### src/rtl/wallace_product_accumulator.sv
// Sums COUNT consecutive unsigned products from the Wallace tree multiplier and hands off the total.
// Optional build macro WALLACE_ACC_SATURATE_EN clamps on carry-out instead of wrapping.
module wallace_product_accumulator #(
    parameter int unsigned PROD_W = 16,
    parameter int unsigned ACC_W  = 24,
    parameter int unsigned COUNT  = 16
) (
    input  logic              clk,
    input  logic              rst_n,
    input  logic              start,
    input  logic              clear,
    input  logic [PROD_W-1:0] prod,
    input  logic              in_valid,
    output logic              in_ready,
    output logic [ACC_W-1:0]  acc_sum,
    output logic              out_valid,
    input  logic              out_ready,
    output logic              overflow
);

    localparam int unsigned CNT_W = $clog2(COUNT + 1);
    localparam int unsigned SUM_W = ACC_W + 1;

    typedef enum logic [1:0] {
        IDLE  = 2'd0,
        ACCUM = 2'd1,
        DONE  = 2'd2
    } state_t;

    state_t             state_q, state_d;
    logic [ACC_W-1:0]   acc_q, acc_d;
    logic [CNT_W-1:0]   cnt_q, cnt_d;
    logic               ovf_q, ovf_d;

    logic [SUM_W-1:0]   sum_c;
    logic               carry_c;
    logic [ACC_W-1:0]   beat_acc_c;
    logic               last_c;

    // Widened adder: the extra bit is the carry-out that drives overflow
    always_comb begin
        sum_c   = {1'b0, acc_q} + SUM_W'(prod);
        carry_c = sum_c[ACC_W];
        last_c  = (cnt_q == CNT_W'(COUNT - 1));
`ifdef WALLACE_ACC_SATURATE_EN
        beat_acc_c = carry_c ? {ACC_W{1'b1}} : sum_c[ACC_W-1:0];
`else
        beat_acc_c = sum_c[ACC_W-1:0];
`endif
    end

    // Next-state and datapath update; clear overrides everything
    always_comb begin
        state_d = state_q;
        acc_d   = acc_q;
        cnt_d   = cnt_q;
        ovf_d   = ovf_q;

        if (clear) begin
            state_d = IDLE;
            acc_d   = '0;
            cnt_d   = '0;
            ovf_d   = 1'b0;
        end else begin
            case (state_q)
                IDLE: begin
                    if (start) begin
                        state_d = ACCUM;
                        acc_d   = '0;
                        cnt_d   = '0;
                        ovf_d   = 1'b0;
                    end
                end
                ACCUM: begin
                    if (in_valid) begin
                        acc_d = beat_acc_c;
                        ovf_d = ovf_q | carry_c;
                        cnt_d = cnt_q + CNT_W'(1);
                        if (last_c) begin
                            state_d = DONE;
                        end
                    end
                end
                DONE: begin
                    if (out_ready) begin
                        if (start) begin
                            state_d = ACCUM;
                            acc_d   = '0;
                            cnt_d   = '0;
                            ovf_d   = 1'b0;
                        end else begin
                            state_d = IDLE;
                        end
                    end
                end
                default: begin
                    state_d = IDLE;
                end
            endcase
        end
    end

    always_ff @(posedge clk) begin
        if (!rst_n) begin
            state_q <= IDLE;
            acc_q   <= '0;
            cnt_q   <= '0;
            ovf_q   <= 1'b0;
        end else begin
            state_q <= state_d;
            acc_q   <= acc_d;
            cnt_q   <= cnt_d;
            ovf_q   <= ovf_d;
        end
    end

    // Handshake flags decode the state register only, never the inputs
    assign in_ready  = (state_q == ACCUM);
    assign out_valid = (state_q == DONE);
    assign acc_sum   = acc_q;
    assign overflow  = ovf_q;

endmodule
### config.mk
export PLATFORM = sky130hd
export DESIGN_NAME = wallace_product_accumulator
export DESIGN_NICKNAME = d
export VERILOG_FILES = /design/src/rtl/wallace_product_accumulator.sv
export SDC_FILE = /design/constraint.sdc
export NUM_CORES = 1
export LEC_CHECK = 0
export CAP_MARGIN = 5
export CORE_ASPECT_RATIO = 1.1
export CORE_MARGIN = 1
export CORE_UTILIZATION = 40
export DETAILED_ROUTE_END_ITERATION = 8
export GPL_ROUTABILITY_DRIVEN = 0
export GPL_TIMING_DRIVEN = 0
export PLACE_DENSITY = 0.76
export SYNTH_ARGS = -nofsm -noshare
export SYNTH_HDL_FRONTEND = slang
export SYNTH_SLANG_ARGS = --single-unit
### constraint.sdc
create_clock -name clk -period 2.3 [get_ports clk]
set_input_delay 0.46 -clock clk [delete_from_list [all_inputs] [get_ports clk]]
set_output_delay 0.46 -clock clk [all_outputs]
set_load 0.02 [all_outputs]
==> results of run 1 <==
==> flip-flops by register name, summed over array words and instances, names as in the netlist <==
name and cells:
acc_sum 24, state_q 2, overflow 1, cnt_q 5
==> layer usage <==
metal,routed length [um],global-route usage
met3,264,0.0411
met5,0,0
met4,83,0.0860
met1,2570,0.243
met2,2780,0.342
==> cells by family after synthesis <==
kind of cell | Yosys count
mux | 2
flops | 32
compound gates | 85
buf+inv | 10
fa+ha+maj | 19
simple gates | 86
xor+xnor | 17
==> area by class of cell <==
cell class	instances	area share
Buffer	5	0.00635
Clock buffer	8	0.0286
Inverter	2	0.00238
Multi-Input combinational cell	209	0.533
Sequential cell	32	0.203
Tap cell	58	0.0230
Timing Repair Buffer	68	0.203
==> path summary, 6_finish.rpt <==
kind	startpoint	endpoint	slack [ps]	cells past startpoint
worst max register to register	acc_sum[0]$_SDFFE_PP0P_	acc_sum[22]$_SDFFE_PP0P_	20	9
worst max-delay path	prod[4]	acc_sum[22]$_SDFFE_PP0P_	10	8
worst min register to register	overflow$_SDFFE_PP0P_	overflow$_SDFFE_PP0P_	440	2
worst min-delay path	overflow$_SDFFE_PP0P_	overflow$_SDFFE_PP0P_	440	2
==> Yosys cell counts, drive strengths merged (3+ instances only) <==
cell and number:
a22o 7, xnor2 8, and3 8, a22oi 7
and2 5, a21oi 24, a311oi 3, o21ai 10
xor2 9, ha 18, nor2 22, o21a 6
nor4 3, nand3 11, nor2b 3, a21o 10
dfxtp 32, a31oi 4, clkbuf 8, or3 5
nand2 17
==> repair_timing <==
| item | in CTS | in global routing |
|---|---|---|
| pin swaps | 16 | 21 |
| resized for setup | 34 | 20 |
| buffers inserted | 9 | 11 |
| setup endpoints to repair | 14 | 11 |
==> critical path, stage by stage <==
cell             delay, ps
clkdlybuf4s50_1        440
ha_4                   310
nand4b_1               200
buf_4                  200
a21oi_1                170
o211ai_1               160
or4_1                  490
nand3_1                 70
==> cells in the final DEF, fill, tap and decap left out, types with 3 or more instances in the layout <==
master,Yosys,final
clkdlybuf4s50_1,0,40
dfxtp_1,32,32
nor2_1,22,22
a21oi_1,24,20
buf_4,0,20
nand2_1,17,17
ha_4,0,13
nand3_1,11,11
a21o_1,10,10
xor2_1,9,9
xnor2_1,8,8
and3_1,8,7
a22oi_1,7,7
a22o_1,7,7
clkbuf_1,6,6
o21a_1,6,6
o21ai_0,9,6
clkbuf_8,0,6
or3_1,5,5
dlymetal6s2s_1,0,5
and2_1,5,3
a21oi_2,0,3
a31oi_1,3,3
nor4_1,3,3
o21ai_1,1,3
ha_1,18,3
==> power groups by stage <==
stage | Sequential [uW] | Combinational (uW) | Clock [uW]
final | 563 | 218 | 460
after global routing | 563 | 236 | 492
after CTS | 563 | 198 | 467
after detailed placement | 575 | 170 | 0
after global placement | 574 | 168 | 0
after floorplan | 577 | 97.1 | 0
==> per-stage QoR <==
| step | worst slack [ps] | setup TNS, ps | util | instance area [um^2] | hold slack, ps |
|---|---|---|---|---|---|
| finish | 12.1 | 0 | 0.626 | 3150 | 439 |
| global route | -67.5 | -127 | 0.626 | 3150 | 469 |
| global placement | -660 | -7270 | 0.529 | 2660 | 435 |
| floorplan | 76.4 | 0 | - | 2110 | 454 |
| CTS | -14.6 | -14.6 | 0.594 | 2990 | 441 |
| detailed placement | -657 | -7600 | 0.529 | 2660 | 432 |
==> results.ini, run 1 <==
[outcome]
status=finished with violations
failed_checks=DRC

[power_and_ir_drop]
pwr_density_cell_mw_per_mm2=394
p_leak_uw=0.00124
internal-power_uw=913
ir_drop_mv=0.240
power_frac_comb=0.175
p_clk_frac=0.371
seq_power_share=0.454
switching_share=0.264
switchingPower_uw=327
total_power_uw=1240

[finish]
area_growth_pct=49.5
antenna_cells=0
final_cells=382
multi_input_area_mm2=0.00168
seqCellArea_um2=641
n_fill_cell=415
layout-drive-gt1-share=0.176
layout.nets=364

[setup_path]
required_ps=2530
endpoint_kind=register
crit_arrival_ps=2520
worstSetupPathType=primary input to register
crit_fanout=5
start_kind=primary input

[synthesis]
seq_area_frac_synth=0.304
synthXorXnorAreaFrac=0.0706
yosys.area_share.simple=0.206
syn_area_mm2=0.00211
syn_nets=292
syn_inst=251
synthFlopType=dfxtp_1
synthArstFlopShare=0
synth_edf_count=0
ys_ff_latch=32
synth.area.top_cells=dfxtp_1 30%, ha_1 11%, a21oi_1 5.7%
synth-adder-area-share=0.116
synth_mux_area_frac=0.00950
synth_top_family_by_area=compound AO/OA/AOI/OAI gates
synth_top_cell_area_share=0.304
synth.avg_cell_area_um2=8.40
synth_area_leader_cell=dfxtp_1
ys_types=45
ys_warn_count=0
synth_compound_area_frac=0.275

[sta]
layout_min_cycle_time_ps=2290
rsz0062_at_grt=true
max_slew_margin=0.590
finalSetupViolations=0
hold_violations=0
tightest_slew_ps=612
fmax_mhz=437
maxSlewViolCount=0
skew_ps=5.84
period_share=0.995

[place]
dpl.cell_count=357
hpwl_um=3850
port_buffers=48

[route]
firstDrtPassIters=6
totalWireLength_um=5700
vias=2224
vias_per_cell=5.82
postRouteAntennaNets=0
drtIter0Drc=158
avgRoutedWirePerCell_um=14.9
drc_errors=3

[clocking]
clock-sinks=32
htree_num_levels=2
ctsRootBufferMaster=clkbuf_8
cts_tree=built
ctsHoldBuffers=0
clock_path_buffers=2
clk_pin_slew_ps=70
cts_buffers=5
clock_latency_ps=290

[global_route]
grt_overflow_total=0
grt_util_all_layers=0.201
antenna_found_initial=0
grt_start_max_net_pins=11
grt_pass1_wl_um=8910
grt_pass1_vias=2043

[die]
pin_count=49
die_h_um=78.1
initial_core_util=0.419
core_area_mm2=0.00503
die_w_um=71.2
rows=27
dieArea_mm2=0.00557

[run]
maxCapViolations=0

[worst_hold_path]
hold_path_class=register to register

Note: power is estimated with default switching activity, not from simulation.
==> run 2, diff against run 1 <==
- CORE_MARGIN: 1 -> 2
==> run 2 against run 1 <==
Net effect:
- the run now ends clean
- sequential share of layout area down 0.14 points
- worst setup slack better by 39 ps
- final area up 0.91%
- global-route usage up 0.11 points
- utilization up 0.57 points
- clock skew up 0.60 ps
- count of clock-buffer cells in the layout down 1
- first-iteration DRC count down 8.9%
- critical endpoint is now acc_sum[23]$_SDFFE_PP0P_
==> results.ini, run 2 (same netlist as run 1, synthesis figures left out) <==
[worst_hold_path]
hold_path_class=register to register

[die]
initial_core_util=0.419  ; unchanged
core_area_mm2=0.00503  ; unchanged
dieArea_mm2=0.00587  ; +5.4%
pin_count=49  ; unchanged
die_h_um=80.1  ; +2.6%
die_w_um=73.2  ; +2.8%
rows=27  ; unchanged

[place]
dpl_worst_slack_ps=-668  ; -11.2 ps
place_area_mm2=0.00266  ; unchanged
hpwl_um=3810  ; -0.89%
port_buffers=48  ; unchanged

[setup_path]
crit_fanout=5  ; unchanged
endpoint_kind=register
worstSetupPathType=primary input to register
start_kind=primary input
required_ps=2530  ; about the same
crit_arrival_ps=2480  ; -40 ps

[finish]
layout.nets=363  ; -0.27%
layout_commonest_cell=clkdlybuf4s50_1
final_cell_mix=39 x clkdlybuf4s50_1, 31 x dfxtp_1, 22 x nor2_1
design_area_mm2=0.00318  ; +0.91%
largest_reg_flops=24  ; unchanged
n_fill_cell=419  ; +0.96%
antenna_cells=0  ; unchanged
area_growth_pct=50.9
layout-drive-gt1-share=0.189  ; +0.0129
final_util=0.632  ; +0.00572

[route]
postRouteAntennaNets=0  ; unchanged
drtIter0Drc=144  ; -8.9%
vias=2197  ; -1.2%
drc_errors=0  ; -3
avgRoutedWirePerCell_um=15.5  ; +4.0%
firstDrtPassIters=4  ; -2
vias_per_cell=5.77  ; -0.95%
totalWireLength_um=5910  ; +3.7%

[power_and_ir_drop]
p_leak_uw=0.00125  ; +0.59%
ir_drop_mv=0.340  ; +42%
total_power_uw=1400  ; +13%
pwr_density_cell_mw_per_mm2=440  ; +12%

[sta]
period_share=0.978  ; -0.0169
finalSetupTns_ps=0  ; unchanged
fmax_mhz=445  ; +1.7%
hold_violations=0  ; unchanged
tightest_slew_ps=744  ; +132 ps
rsz0062_at_grt=true
layout_min_cycle_time_ps=2250  ; -38.8 ps
finalSetupViolations=0  ; unchanged
maxSlewViolCount=0  ; unchanged
max_slew_margin=0.502  ; -0.0882
setup_slack_ps=50.9  ; +38.8 ps
skew_ps=6.44  ; +0.598 ps

[clocking]
ctsRootBufferMaster=clkbuf_8
cts_tree=built
clock-sinks=32  ; unchanged
htree_num_levels=2  ; unchanged
cts_buffers=5  ; unchanged
clk_pin_slew_ps=70  ; about the same
ctsHoldBuffers=0  ; unchanged
clock_path_buffers=2  ; unchanged
clock_latency_ps=300  ; about the same

[global_route]
antenna_found_initial=0  ; unchanged
grt_pass1_wl_um=9320  ; +4.6%
grt_pass1_vias=2031  ; -0.59%
grt_start_max_net_pins=11  ; unchanged
grt_overflow_total=0  ; unchanged
grt_util_all_layers=0.202  ; +0.00111

[outcome]
status=completed

[run]
maxCapViolations=0  ; unchanged

## run 2: critical path, stage by stage
cell             delay [ps]
clkdlybuf4s50_1         460
ha_4                    320
a21oi_1                 110
o21ai_0                 250
a31oi_1                 160
o22a_1                  240
or3_1                   340
a21oi_1                 140
## run 2: final timing paths
kind | slack, ps | startpoint | endpoint | cells after the start
max | 50 | prod[10] | acc_sum[23]$_SDFFE_PP0P_ | 8
min | 450 | overflow$_SDFFE_PP0P_ | overflow$_SDFFE_PP0P_ | 2
max reg2reg | 70 | acc_sum[0]$_SDFFE_PP0P_ | acc_sum[19]$_SDFFE_PP0P_ | 10
min reg2reg | 450 | overflow$_SDFFE_PP0P_ | overflow$_SDFFE_PP0P_ | 2
## run 2: stage by stage
step	instances	hold slack, ps
final	381	446
after global routing	381	492
after CTS	369	452
after detailed placement	357	442
after global placement	357	436
after floorplan	251	454
## run 2: metal layers
| layer | part of all wire | track usage | vias up |
|---|---|---|---|
| met3 | 0.048 | 0.0414 | 6 |
| li1 | - | - | 1093 |
| met1 | 0.45 | 0.249 | 1049 |
| met2 | 0.49 | 0.340 | 49 |
| met5 | 0 | 0 | - |
| met4 | 0.012 | 0.0778 | 0 |
## run 2: power by group
group	internal, uW	leakage, uW	switching [uW]	total, uW
combinational	112	0.000923	111	222
sequential	558	0.000259	5.28	563
clock	382	0.0000645	233	616
## run 2: area by class of cell
cell class | instances | area (um^2) | share of cell area
multi-input combinational | 209 | 1690 | 0.532
sequential | 32 | 642 | 0.202
timing repair buffer | 67 | 619 | 0.195
clock buffer | 7 | 96.3 | 0.0303
tap | 58 | 72.6 | 0.0228
clock inverter | 1 | 30.0 | 0.00944
buffer | 5 | 20.0 | 0.00629
inverter | 2 | 7.51 | 0.00236
## run 2: repair_timing
action | 4_1_cts | 5_1_grt
setup endpoints to repair | 14 | 8
buffers inserted | 7 | 12
pin swaps | 17 | 11
hold endpoints to repair | 0 | 0
gates resized for setup | 41 | 18
